## src/rtl/accel_dot_pkg.sv

```systemverilog
// Shared types and default sizes for the accel_dot engine and its request scheduler.
package accel_dot_pkg;

  localparam int DATA_W  = 32;
  localparam int IN_LEN  = 3;
  localparam int OUT_LEN = 4;

  typedef enum logic [1:0] {
    IDLE,
    SEND,
    RECV
  } sched_state_t;

  // Counter width able to hold the longest of the two vector lengths.
  function automatic int cnt_width(input int in_len, input int out_len);
    return $clog2(((in_len > out_len) ? in_len : out_len) + 1);
  endfunction

endpackage

```

## src/rtl/accel_dot_sched_rr_arbiter.sv

```systemverilog
// Round-robin pick: first asserted request strictly after the last served index, wrapping.
module rr_arbiter #(
  parameter  int NUM_REQ = 2,
  localparam int IDX_W   = (NUM_REQ > 1) ? $clog2(NUM_REQ) : 1
) (
  input  logic [NUM_REQ-1:0] req,
  input  logic [IDX_W-1:0]   last,
  output logic [IDX_W-1:0]   grant,
  output logic               any_req
);
  import accel_dot_pkg::*;

  logic [IDX_W-1:0] idx;

  // Scan from farthest to nearest so the closest candidate after 'last' wins.
  always_comb begin
    grant   = '0;
    idx     = '0;
    any_req = |req;
    for (int k = NUM_REQ; k >= 1; k--) begin
      idx = IDX_W'((int'(last) + k) % NUM_REQ);
      if (req[idx]) begin
        grant = idx;
      end
    end
  end

endmodule

```

## src/rtl/accel_dot_sched.sv

```systemverilog
// Shares one accel_dot engine between NUM_REQ AXI4-Stream requesters, one vector in flight at a time.
module accel_dot_sched #(
  parameter  int DATA_W  = accel_dot_pkg::DATA_W,
  parameter  int NUM_REQ = 2,
  parameter  int IN_LEN  = accel_dot_pkg::IN_LEN,
  parameter  int OUT_LEN = accel_dot_pkg::OUT_LEN,
  localparam int GW      = $clog2(NUM_REQ)
) (
  input  logic                      clk,
  input  logic                      rst,
  input  logic [NUM_REQ*DATA_W-1:0] REQ_IN_AXIS_TDATA,
  input  logic [NUM_REQ-1:0]        REQ_IN_AXIS_TLAST,
  input  logic [NUM_REQ-1:0]        REQ_IN_AXIS_TVALID,
  output logic [NUM_REQ-1:0]        REQ_IN_AXIS_TREADY,
  output logic [NUM_REQ*DATA_W-1:0] REQ_OUT_AXIS_TDATA,
  output logic [NUM_REQ-1:0]        REQ_OUT_AXIS_TLAST,
  output logic [NUM_REQ-1:0]        REQ_OUT_AXIS_TVALID,
  input  logic [NUM_REQ-1:0]        REQ_OUT_AXIS_TREADY,
  output logic [DATA_W-1:0]         ENG_IN_AXIS_TDATA,
  output logic                      ENG_IN_AXIS_TLAST,
  output logic                      ENG_IN_AXIS_TVALID,
  input  logic                      ENG_IN_AXIS_TREADY,
  input  logic [DATA_W-1:0]         ENG_OUT_AXIS_TDATA,
  input  logic                      ENG_OUT_AXIS_TLAST,
  input  logic                      ENG_OUT_AXIS_TVALID,
  output logic                      ENG_OUT_AXIS_TREADY,
  output logic [GW-1:0]             grant,
  output logic                      busy,
  output logic                      frame_err
);
  import accel_dot_pkg::*;

  localparam int CW = cnt_width(IN_LEN, OUT_LEN);

  sched_state_t  state, state_nxt;
  logic [GW-1:0] grant_q, last_q, arb_grant;
  logic [CW-1:0] in_cnt, out_cnt;
  logic          arb_any, frame_err_q;
  logic          in_hs, out_hs, in_last, out_last;

  rr_arbiter #(.NUM_REQ(NUM_REQ)) u_arb (
    .req     (REQ_IN_AXIS_TVALID),
    .last    (last_q),
    .grant   (arb_grant),
    .any_req (arb_any)
  );

  assign in_last  = (in_cnt == CW'(IN_LEN - 1));
  assign out_last = (out_cnt == CW'(OUT_LEN - 1));
  assign in_hs    = (state == SEND) && REQ_IN_AXIS_TVALID[grant_q] && ENG_IN_AXIS_TREADY;
  assign out_hs   = (state == RECV) && ENG_OUT_AXIS_TVALID && REQ_OUT_AXIS_TREADY[grant_q];

  // Data buses are steered unconditionally; only the valid/ready/last strobes are gated by state.
  assign ENG_IN_AXIS_TDATA  = REQ_IN_AXIS_TDATA[int'(grant_q)*DATA_W +: DATA_W];
  assign REQ_OUT_AXIS_TDATA = {NUM_REQ{ENG_OUT_AXIS_TDATA}};
  assign grant              = grant_q;
  assign busy               = (state != IDLE);
  assign frame_err          = frame_err_q;

  always_comb begin
    state_nxt           = state;
    REQ_IN_AXIS_TREADY  = '0;
    REQ_OUT_AXIS_TVALID = '0;
    REQ_OUT_AXIS_TLAST  = '0;
    ENG_IN_AXIS_TVALID  = 1'b0;
    ENG_IN_AXIS_TLAST   = 1'b0;
    ENG_OUT_AXIS_TREADY = 1'b0;
    case (state)
      IDLE: begin
        if (arb_any) state_nxt = SEND;
      end
      SEND: begin
        ENG_IN_AXIS_TVALID          = REQ_IN_AXIS_TVALID[grant_q];
        ENG_IN_AXIS_TLAST           = in_last;
        REQ_IN_AXIS_TREADY[grant_q] = ENG_IN_AXIS_TREADY;
        if (in_hs && in_last) state_nxt = RECV;
      end
      RECV: begin
        REQ_OUT_AXIS_TVALID[grant_q] = ENG_OUT_AXIS_TVALID;
        REQ_OUT_AXIS_TLAST[grant_q]  = out_last;
        ENG_OUT_AXIS_TREADY          = REQ_OUT_AXIS_TREADY[grant_q];
        if (out_hs && out_last) state_nxt = IDLE;
      end
      default: state_nxt = IDLE;
    endcase
  end

  // The round-robin pointer only advances once a result has fully drained back to its owner.
  always_ff @(posedge clk) begin
    if (rst) begin
      state       <= IDLE;
      grant_q     <= '0;
      last_q      <= GW'(NUM_REQ - 1);
      in_cnt      <= '0;
      out_cnt     <= '0;
      frame_err_q <= 1'b0;
    end else begin
      state <= state_nxt;
      if (state == IDLE && arb_any) begin
        grant_q <= arb_grant;
        in_cnt  <= '0;
        out_cnt <= '0;
      end
      if (in_hs) begin
        in_cnt <= in_cnt + CW'(1);
        if (REQ_IN_AXIS_TLAST[grant_q] && !in_last) frame_err_q <= 1'b1;
      end
      if (out_hs) begin
        out_cnt <= out_cnt + CW'(1);
        if (out_last) last_q <= grant_q;
      end
    end
  end

endmodule

```

## config.mk

```make
export PLATFORM = sky130hd
export DESIGN_NAME = accel_dot_sched
export DESIGN_NICKNAME = d
export VERILOG_FILES = /design/src/rtl/accel_dot_pkg.sv /design/src/rtl/accel_dot_sched_rr_arbiter.sv /design/src/rtl/accel_dot_sched.sv
export SDC_FILE = /design/constraint.sdc
export NUM_CORES = 1
export LEC_CHECK = 0
export BUFFER_PORTS_ARGS = -buffer_cell sky130_fd_sc_hd__buf_2
export CELL_PAD_IN_SITES_DETAIL_PLACEMENT = 1
export CELL_PAD_IN_SITES_GLOBAL_PLACEMENT = 1
export CORE_UTILIZATION = 20
export DETAILED_ROUTE_END_ITERATION = 10
export PLACE_DENSITY_LB_ADDON = 0.12
export SLEW_MARGIN = 20
export SYNTH_ARGS = -nofsm -noshare
export SYNTH_HDL_FRONTEND = slang
export SYNTH_SLANG_ARGS = --single-unit
```

## constraint.sdc

```tcl
create_clock -name clk -period 3.29 [get_ports clk]
set_clock_uncertainty 0.15 [all_clocks]
set_input_delay 0.658 -clock clk [delete_from_list [all_inputs] [get_ports clk]]
set_output_delay 0.658 -clock clk [all_outputs]
set_load 0.005 [all_outputs]
```

==> results.txt, run 1 <==
Dividing total power by cell area gives a power density of ~240 nW/µm². Summed over all nets, wire length on met2 after detailed routing comes to 2300 µm. The final weighted congestion in routability-driven placement is 0.657. Signal routing reaches up to met4. After clock tree synthesis, the setup repair step added 0 buffers.

The predominant post-synthesis flop cell is sky130_fd_sc_hd__dfxtp_1. The final route contains approximately 1300 vias. TritonCTS built the clock tree. The number of buffers and inverters on the critical path is 1. The share of power burned in combinational logic is approximately a third.

Data on the critical path arrives at its endpoint at 1610 ps. In this run the register-to-register setup slack is around 1500 ps. Summed over all layers, the routed wires come to between 4000 and 5000 µm. The count of buffers inserted at the top-level ports is about 120.

The post-synthesis register bit count is 11. Dividing the detail-routed wire length by the instance count gives roughly 14 µm. The wire length of the first global-routing pass is between 6000 and 7000 µm. Counting distinct cell types in the post-synthesis netlist gives 35. Wire segments on met3 add up to 461 µm in the final route. The placeable core area is about 7300 µm². The commonest cells after synthesis are sky130_fd_sc_hd__buf_4, sky130_fd_sc_hd__mux2_2, sky130_fd_sc_hd__dfxtp_1, sky130_fd_sc_hd__nor2_1, sky130_fd_sc_hd__inv_1. The tree is rooted in a sky130_fd_sc_hd__clkbuf_8. In this run, post-CTS repair resized a total of 0 instances. VDD sags by at most between 0.00015 and 0.0002 V. Setup repair after global routing left no endpoint under its margin. Dividing the synthesized area by the synthesized cell count gives 8.66 µm².

The die height came out at between 80 and 90 µm. For this run, the number of Yosys warnings is 0. The remaining global-route overflow came out at 0.

The clock tree buffer depth is 2. The signed area change from the synthesized netlist to the final layout is 17.6%. After synthesis, the share of flip-flops with an asynchronous set or reset is 0%. The net count reported at finish came out at ~340. The die covers 7930 µm². The count of final hold-check violations came out at 0. The number of clock buffers inserted by TritonCTS came out at 3. The synthesized design contains 0 enable-type register cells.

The routed length on met1 is around 1800 µm. The post-route netlist has a little over two thirds of its cells at a drive strength greater than 1. The row count is 31. The portion of total power attributed to sequential cells is roughly 33%. The run finished with clean final reports. The biggest cell delay along the critical path is roughly 590 ps.

For this run, the share of the core covered by cells in the final layout is 24.4%. The post-detailed-placement half-perimeter wirelength is around 4000 µm. The worst setup path is captured at an output pin. The required arrival time at the worst endpoint is ~2500 ps. The slew at the pin closest to its max-slew limit is 610 ps. When the netlist entered floorplanning its net count stood at 286. For this configuration, the core starts out at a cell density of roughly 21%. The count of final max-slew check failures is 0. The clock network fraction of design power came out at between 30% and 40%. By area the synthesized netlist is led by sky130_fd_sc_hd__buf_4, sky130_fd_sc_hd__mux2_2, sky130_fd_sc_hd__dfxtp_1. The leakage power summed over all cells is 0.000870 µW. The pin count of the biggest net entering global routing is 16. The via-per-instance ratio is 4.06. The synthesized design spends more area on one cell type than any other, namely sky130_fd_sc_hd__buf_4. The family with the most delay on the worst path is multiplexers. The part of the Yosys area used for sequential elements is between 10% and 20%.

The count of nets left with antenna violations once routing finished came out at 0. The antenna diode count is 0. The critical path is of the flop to output pin type. The clock-pin slew of the registers on the worst-case setup and hold paths is ~50 ps.

The signal on the critical path passes through mux2i_1 -> nor2b_1 -> buf_2. The via count of the first global-routing pass came out at about 1200. STA classifies the critical path startpoint as a flop. sky130_fd_sc_hd__buf_4 is the most common cell in the netlist. Before antenna repair, the detailed router went through 4 iterations. The synthesized instance count is between 150 and 200.

The worst hold path belongs to the class flop to flop. The maximum frequency from static timing analysis came out at around 410 MHz. The setup TNS is 0 ps. After layout, the worst path uses 73.5% of the clock period. After filler insertion, the fill cell instance count of the layout stands at around 900. The final setup violation count is 0. The number of design-rule violations left by the first detailed-router iteration is 17.

Of the total power, the share spent switching nets is 27.2%. The depth of the CTS H-tree is 1. Global routing used between 10 and 15% of the available tracks across all layers.

The horizontal die dimension is just under 90 µm. The switching power summed over all nets is approximately 120 µW. The tool flagged a number of max-cap violations equal to 0. The proportion of netlist area held by the largest area contributor came out at a little under a third.

The final period demand of the worst path came out at around 2400 ps. The post-synth design cell area is about 1500 µm². The cell-internal power came out at slightly above 300 µW. The remaining routing DRC violations is 0. Headroom to the max-slew limit came out at between 50% and 60%.

On the critical path, the stage with the largest delay is an instance of sky130_fd_sc_hd__mux2i_1. The count of clock tree sinks came out at 11. The hold buffer count at CTS is 0. Of all nets on the critical path, the largest fanout is 15. The number of primary I/O pins is between 200 and 250. The clock latency reported for the late side of the worst-skew pair came out at 230 ps. The initial antenna violation count is 0.
area by class of cell:
type | instances | area [µm²] | area share (%)
Multi-Input combinational cell | 90 | 772 | 43.3
Sequential cell | 11 | 221 | 12.4
Timing Repair Buffer | 119 | 601 | 33.7
Tap cell | 99 | 124 | 6.95
Clock buffer | 4 | 45.0 | 2.53
Inverter | 5 | 18.8 | 1.05
logic make-up after synthesis:
group                      after synthesis  synth area share, %
buffers and inverters                   74                 34.5
and+or+nand+nor                         37                 14.5
muxes                                   36                 26.4
AOI/OAI and AO/OA                       13                 6.77
DFF                                     11                 14.5
adders and majority gates                4                 3.30
metrics by stage:
stage / setup slack (ps) / std cells / instance area, µm² / total power [µW] / hold WS (ps)
after floorplan: 1270 / 175 / 1520 / 272 / 301
after global routing: 734 / 328 / 1780 / 460 / 351
after detailed placement: 966 / 324 / 1740 / 299 / 311
final: 870 / 328 / 1780 / 427 / 323
after global placement: 938 / 324 / 1740 / 298 / 312
after CTS: 841 / 328 / 1780 / 436 / 334
worst register-to-register path, delay by kind of cell (launching register included):
family           cells  cell delay, ps
multiplexers         1             590
flip-flops           1             540
AND/OR/NAND/NOR      2             480
registers in the layout, indices dropped and copies added (netlist names):
signal,cells
frame_err,1
grant,1
in_cnt,3
last_q,1
out_cnt,3
state,2
layout by cell type (no fill, tap or decap), types with 4 or more instances in the layout:
cell type / n
sky130_fd_sc_hd__mux2i_1: 4
sky130_fd_sc_hd__buf_2: 117
sky130_fd_sc_hd__dfxtp_1: 10
sky130_fd_sc_hd__mux2_2: 32
sky130_fd_sc_hd__nor2_1: 11
sky130_fd_sc_hd__nor4_1: 4
sky130_fd_sc_hd__ha_1: 4
sky130_fd_sc_hd__inv_1: 5
layer usage:
layer	track usage, %	up-vias
met2	20.6	82
met3	2.95	8
li1	-	642
met5	0	-
met4	1.59	0
met1	10.5	599
final timing paths:
check,start,end,cells past startpoint
max,grant$_SDFFE_PP0P_,ENG_IN_AXIS_TVALID,3
min,frame_err$_SDFFE_PP0P_,frame_err$_SDFFE_PP0P_,2
min reg2reg,frame_err$_SDFFE_PP0P_,frame_err$_SDFFE_PP0P_,2
max reg2reg,grant$_SDFFE_PP0P_,state[0]$_SDFFE_PP0P_,3
power groups by stage:
stage	Sequential, µW	Combinational, µW	Clock (µW)
after floorplan	142	131	0
after global placement	145	153	0
after detailed placement	145	154	0
after CTS	142	154	140
after global routing	143	169	148
final	142	151	134
No activity file was read; power rests on OpenSTA's default activity.
==> inputs of run 2 (changes only) <==
ABC_AREA = 1   (was unset)
CORE_UTILIZATION = 18   (was 20)
clock period = 2.49 ns   (was 3.29 ns; I/O delays follow)
==> results.txt, run 2 <==
The part of the Yosys area used for sequential elements was 14.0% (-0.54 points). Based on the critical path, the design can be clocked at up to ~480 MHz. The number of nets with antenna violations after routing is 0 (unchanged). The routed length per instance is 12.7 µm (-8.9%). The number of cells on the worst reg-to-reg path came out at 7 (+4).

The count of buffers inserted at the top-level ports came out at 117 (unchanged). The worst hold path endpoint is frame_err$_SDFFE_PP0P_. The post-route worst hold slack came to 324 ps (+0.688 ps). The compound-gate portion of the synthesized area is 5.01% (-1.8 points). The fraction of the mapped netlist area in simple logic gates came out at 40.6% (+26 points). In the post-synthesis netlist, the biggest area contributors are sky130_fd_sc_hd__buf_4, sky130_fd_sc_hd__nand2_1, sky130_fd_sc_hd__dfxtp_1. The number of enable-type register cells in the synthesized netlist came out at 0 (unchanged). The antenna diode count is 0 (unchanged).

The endpoint identified for the worst register-to-register timing path is frame_err$_SDFFE_PP0P_. The number of cells on the worst hold path came out at 2 (unchanged). The utilization after layout was 21.8% (-2.6 points). The met1 layer usage reported by global route was 10.8% (+0.26 points). The wire length of the first global-routing pass is 7220 µm (+18%).

The fraction of final layout cells sized beyond drive strength 1 was 42.8% (-28 points). The count of final max-slew check failures was 0 (unchanged). The count of final hold-check violations came out at 0 (unchanged). For this run, the leading register cell type out of synthesis is sky130_fd_sc_hd__dfxtp_1. The aggregate routed wire length came out at 5290 µm (+16%).

The clock-pin slew of the registers on the worst-case setup and hold paths is 50 ps (about the same). The post-synthesis register bit count was 11 (unchanged). The share of cell area taken by muxes after synthesis came to 0% (-26 points). The die height is 95.5 µm (+7.3%).

The hold buffer count at CTS is 0 (unchanged). In the final layout, the registers with the most flip-flops are in_cnt: 3 flops, out_cnt: 3 flops, state: 2 flops. The path category of the worst min-delay check is flop to flop. STA classifies the critical path startpoint as a flop.

The most frequent standard cell in the layout excluding fill and tap cells is sky130_fd_sc_hd__buf_2. The CTS tree is done. The average instance area after synthesis came out at 5.98 µm² (-31%). The number of gates resized after CTS is 0 (unchanged).

Setup repair after global routing left no endpoint under its margin. The remaining routing DRC violations is 0 (unchanged). The proportion of netlist area held by the largest area contributor came out at 31.5% (-0.23 points).

The global-route usage over all layers was 10.2% (about the same). The area of the die is 9120 µm² (+15%). The type of the setup path with the least slack is flop to output pin.

The headroom to the max-slew limit came to 71.2% (+13 points). The post-synth design cell area came out at 1570 µm² (+3.9%). The via count of the first global-routing pass is 1487 (+20%).

The power per cell area came out at 326 nW/µm² (+36%). The number of distinct standard cells referenced by the synthesized netlist is 23 (-34%). The leakage power summed over all cells is 0.00111 µW (+28%).

The number of primary I/O pins is 215 (unchanged). The depth of the CTS H-tree was 1 (unchanged). The async set or reset register ratio after synthesis was 0% (unchanged). The clock latency reported for the late side of the worst-skew pair is 240 ps (about the same). The register-to-register path setup slack is 850 ps (-600 ps). The remaining global-route overflow is 0 (unchanged). The startpoint identified for the worst hold timing path is frame_err$_SDFFE_PP0P_. The xor and xnor area share after synthesis is 0% (unchanged). The met3 track utilization from global routing came out at 1.59% (-1.4 points). The filler-free cell count of the finished design came out at 418 (+27%). The number of clock buffers inserted by TritonCTS was 3 (unchanged). The number of filler cells placed in the layout is 1112 (+23%).

The category of the worst setup path capture point is an output pin. The number of design-rule violations left by the first detailed-router iteration came out at 25 (+8). The final weighted congestion in routability-driven placement came out at 0.655 (-0.40%). The final setup violation count came out at 0 (unchanged). The net count reported at finish was 425 (+25%).

The number of buffers added for setup after CTS was 0 (unchanged). The horizontal die dimension came to 95.5 µm (+7.3%). The slew at the pin closest to its max-slew limit is 432 ps (-177 ps). The endpoint arrival time on the critical path is 1430 ps (-180 ps).

The initial cell density of the core is 18.9% (-1.9 points). The commonest cells after synthesis are sky130_fd_sc_hd__nand2_1, sky130_fd_sc_hd__buf_4, sky130_fd_sc_hd__inv_1. Summed over all instances, the cell type with the most area after synthesis is sky130_fd_sc_hd__buf_4. The max capacitance violation total came out at 0 (unchanged). Relative to the synthesized area, the layout overhead comes to 15.7%. The via count of the routed design came to 1636 (+23%). Among all cell types in the netlist, the one instantiated most often is sky130_fd_sc_hd__nand2_1. The initial antenna violation count came out at 0 (unchanged). The number of warnings reported in the yosys synthesis log was 0 (unchanged). The total chip power came out at 593 µW (+39%). The clock tree buffer depth is 2 (unchanged). The via-per-instance ratio came out at 3.91 (-3.5%). The synthesized instance count is 263 (+50%). The ratio of final minimum period to clock period came out at between 80% and 90%.

The placeable core area is 8340 µm² (+14%). The count of clock tree sinks is 11 (unchanged). The global routing met2 resource utilization came out at 20.7% (+0.15 points). The post-synthesis net count came out at 374 (+31%). The final period demand of the worst path came out at roughly 2100 ps. The row count is 33 (+6.5%). The post-detailed-placement half-perimeter wirelength was 4400 µm (+11%). The pin count of the biggest net entering global routing came out at 41 (+25). In the layout the commonest cells are sky130_fd_sc_hd__buf_2, sky130_fd_sc_hd__nand2_1, sky130_fd_sc_hd__inv_1, sky130_fd_sc_hd__dfxtp_1, sky130_fd_sc_hd__a21oi_1. The number of iterations in the first detailed-routing pass is 4 (unchanged). The startpoint identified for the worst register-to-register timing path is grant$_SDFFE_PP0P_. The required arrival time at the worst endpoint is 1840 ps (-640 ps).

The fraction of the mapped netlist area in adder cells is 3.18% (-0.12 points). The most used routing layer in global routing is met2. The count of placed standard cells including taps came out at 414 (+28%). The flow ran to the end, and the final reports show no timing, DRC or antenna violations. The largest family of logic cells by synthesized area is simple AND/OR/NAND/NOR gates. The maximum ir drop on the vdd rail came out at 0.000281 V (+64%).

The setup TNS was 0 ps (unchanged). In this run the clock root is driven by a sky130_fd_sc_hd__clkbuf_8. The maximum fanout count along the critical path came out at 40 (+25).
-- run 2: changes by cell type in the layout (fill, tap and decap cells not counted), sizes merged, moves of 7 or more --
cell / before / now
nand2: 3 / 117
inv: 5 / 15
a21oi: 3 / 10
nand3: 1 / 8
mux2: 32 / 0
-- run 2: metal layers --
| metal | wire length [µm] | up-vias |
|---|---|---|
| li1 | - | 844 |
| met1 | 1910 | 714 |
| met2 | 2940 | 76 |
| met3 | 430 | 2 |
| met4 | 17 | 0 |
| met5 | 0 | - |
-- run 2: critical path: stages (launching register included) --
cell	delay [ps]
sky130_fd_sc_hd__dfxtp_1	340
sky130_fd_sc_hd__buf_4	390
sky130_fd_sc_hd__nand2_1	160
sky130_fd_sc_hd__a21oi_1	170
sky130_fd_sc_hd__buf_2	130
-- run 2: kinds of logic (layout without fill, tap and decap cells) --
family,count (synthesis),in the layout
flops,11,11
buf+inv,88,138
fa+ha+maj,4,4
compound gates,12,12
simple gates,148,148
-- run 2: where the power goes --
group          internal [µW]  switching, µW
Sequential               180           2.57
Clock                    113           70.3
Combinational            106            121
-- run 2: final cells by class --
class                           count  area, µm²  area share [%]
Inverter                           15       56.3            3.09
Multi-Input combinational cell    164        768            42.2
Clock buffer                        4       45.0            2.47
Sequential cell                    11        220            12.1
Tap cell                          105        131            7.21
Timing Repair Buffer              119        601            33.0
-- run 2: through the flow --
step,setup WS (ps),cell area (µm²)
final,412,1820
after global routing,234,1820
after CTS,358,1820
after detailed placement,628,1780
after global placement,635,1780
after floorplan,969,1570
-- run 2: worst max-delay path by stage --
| stage | endpoint | slack [ps] | depth (start not counted) | start |
|---|---|---|---|---|
| final | ENG_IN_AXIS_TVALID | 410 | 4 | grant$_SDFFE_PP0P_ |
| after global placement | ENG_IN_AXIS_TDATA[28] | 640 | 5 | grant$_SDFFE_PP0P_ |
| after CTS | ENG_IN_AXIS_TVALID | 360 | 4 | grant$_SDFFE_PP0P_ |
| after detailed placement | ENG_IN_AXIS_TVALID | 630 | 4 | grant$_SDFFE_PP0P_ |
| after global routing | ENG_IN_AXIS_TVALID | 230 | 4 | grant$_SDFFE_PP0P_ |
| after floorplan | REQ_OUT_AXIS_TLAST[0] | 970 | 4 | out_cnt[0]$_SDFFE_PP0P_ |
==> inputs of run 3 (changes only) <==
ABC_AREA = 0   (was 1)
CORE_UTILIZATION = 19   (was 18)
clock period = 2.18 ns   (was 2.49 ns; I/O delays follow)
==> results.txt, run 3 (synthesis gave the netlist of run 1 again) <==
The number of iterations in the first detailed-routing pass came out at 4 (unchanged). The setup TNS came out at 0 ps (unchanged). Setup repair after global routing left no endpoint under its margin. The number of nets with antenna violations after routing is 0 (unchanged). The count of final max-slew check failures came out at 0 (unchanged).

The max capacitance violation total was 0 (unchanged). The clock latency reported for the late side of the worst-skew pair is 240 ps (about the same). The post-detailed-placement half-perimeter wirelength came out at 4380 µm (-0.59%). The most critical setup path has its startpoint at grant$_SDFFE_PP0P_. The category of the worst setup path capture point is an output pin. The number of primary I/O pins is 215 (unchanged). The via count of the routed design came to 1374 (-16%). The ratio of final minimum period to clock period came out at 91.6%.

The final weighted congestion in routability-driven placement is 0.705 (+7.6%). The depth of the CTS H-tree is 1 (unchanged). The placeable core area is 7730 µm² (-7.4%). The maximum frequency from static timing analysis is 501 MHz. The count of buffers inserted at the top-level ports came out at 117 (unchanged).

The endpoint arrival time on the critical path came out at 1410 ps (-20 ps). The worst setup path is launched from a flop. The critical hold path startpoint is REQ_IN_AXIS_TVALID[1]. The remaining routing DRC violations is 0 (unchanged). The wire length of the first global-routing pass came out at 7530 µm (+4.4%). The required arrival time at the worst endpoint is 1590 ps (-250 ps). The maximum ir drop on the vdd rail came out at 0.000176 V (-37%). The final setup violation count came out at 0 (unchanged). The number of gates resized after CTS is 0 (unchanged). The initial cell density of the core was 19.6% (+0.74 points). The headroom to the max-slew limit is 67.5% (-3.7 points).

The net count reported at finish came to 344 (-19%). The count of clock tree sinks is 11 (unchanged). The startpoint identified for the worst register-to-register timing path is grant$_SDFFE_PP0P_. The area of the die was 8340 µm² (-8.6%). The die height is 91.3 µm (-4.4%). The number of buffers added for setup after CTS is 0 (unchanged). The horizontal die dimension is 91.3 µm (-4.4%). The number of design-rule violations left by the first detailed-router iteration came out at 8 (-68%). The library cell used most frequently in the layout, excluding fill and tap cells, is sky130_fd_sc_hd__buf_2. The via count of the first global-routing pass came out at 1444 (-2.9%). The row count is 32 (-3.0%). The library cells used most frequently in the layout, excluding fill and tap cells, are sky130_fd_sc_hd__buf_2, sky130_fd_sc_hd__mux2_2, sky130_fd_sc_hd__nor2_1, sky130_fd_sc_hd__dfxtp_1, sky130_fd_sc_hd__inv_1.

The root buffer selected by CTS is sky130_fd_sc_hd__clkbuf_8. The number of clock buffers inserted by TritonCTS is 3 (unchanged). The antenna diode count was 0 (unchanged). The leakage power summed over all cells came to 0.000888 µW (-20%). The count of final hold-check violations came to 0 (unchanged).

The routed length per instance is 15.2 µm (+20%). The maximum fanout count along the critical path came out at 13 (-68%). The critical path is of the flop to output pin type. The initial antenna violation count is 0 (unchanged).

The final period demand of the worst path is 2000 ps. The pin count of the biggest net entering global routing was 25 (-39%). The hold buffer count at CTS is 0 (unchanged).

The clock tree buffer depth came to 2 (unchanged). The fraction of final layout cells sized beyond drive strength 1 came out at 71.1% (+28 points). In this run the worst hold path is classified as input pin to flop. The post-route worst hold slack is 307 ps (-17.0 ps).

The run finished with clean final reports. The largest registers in the layout are in_cnt: 3 flops, out_cnt: 3 flops, state: 2 flops. The CTS tree is done.

The remaining global-route overflow came out at 0 (unchanged). The global-route usage over all layers is 11.5% (+1.3 points). The power per cell area came out at 367 nW/µm² (+13%). The slew at the pin closest to its max-slew limit came out at 474 ps (+41.3 ps). The clock-pin slew of the registers on the worst-case setup and hold paths is 60 ps (about the same).

The via-per-instance ratio is 4.11 (+5.1%). The aggregate routed wire length is 5070 µm (-4.1%). The signed area change from the synthesized netlist to the final layout came out at 20.1%.
-- run 3: changes by cell type in the layout (fill, tap and decap cells not counted), moves of 5 or more --
cell	delta
sky130_fd_sc_hd__nor3_1	-5
sky130_fd_sc_hd__mux2_2	+32
sky130_fd_sc_hd__nand3_1	-5
sky130_fd_sc_hd__nand2_1	-111
sky130_fd_sc_hd__a21oi_1	-7
sky130_fd_sc_hd__inv_1	-8
-- run 3: where the power goes --
| group | switching (µW) | internal (µW) |
|---|---|---|
| registers | 7.17 | 205 |
| logic | 95.6 | 143 |
| clock network | 87.9 | 129 |
| total | 191 | 477 |
-- run 3: final timing paths --
kind / end / slack [ps] / depth (start not counted)
max: ENG_IN_AXIS_TDATA[30] / 180 / 3
min: grant$_SDFFE_PP0P_ / 310 / 3
max reg2reg: out_cnt[2]$_SDFFE_PP0P_ / 460 / 5
min reg2reg: frame_err$_SDFFE_PP0P_ / 320 / 2
-- run 3: area by class of cell --
type / instances / area, µm²
fillers: 967 / 5910
multi-input cells: 90 / 772
flip-flops and latches: 11 / 221
clock buffers: 4 / 45.0
well taps: 102 / 128
inverters: 5 / 18.8
repair buffers: 122 / 636
-- run 3: metrics by stage --
| stage | power [µW] | util, % | cell area, µm² | setup slack [ps] | instances |
|---|---|---|---|---|---|
| 3_5_place_dp | 460 | 23.0 | 1780 | 395 | 330 |
| 3_3_place_gp | 461 | 23.0 | 1780 | 388 | 330 |
| 6_report | 668 | 23.6 | 1820 | 184 | 334 |
| 2_1_floorplan | 411 | - | 1520 | 382 | 175 |
| 4_1_cts | 686 | 23.6 | 1820 | 131 | 334 |
| 5_1_grt | 716 | 23.6 | 1820 | 39.3 | 334 |
-- run 3: worst max-delay path, stage by stage, from the launching register on --
cell and delay, ps:
sky130_fd_sc_hd__dfxtp_2 440, sky130_fd_sc_hd__buf_4 250, sky130_fd_sc_hd__mux2_2 350, sky130_fd_sc_hd__buf_2 130
-- run 3: per-layer routing --
layer  GRT usage, %  up-vias  wire length, µm
met5              0        -                0
met4           3.04        0               54
met3           4.86       10              584
met2           22.3      100             2640
met1           10.8      613             1800
li1               -      651                -
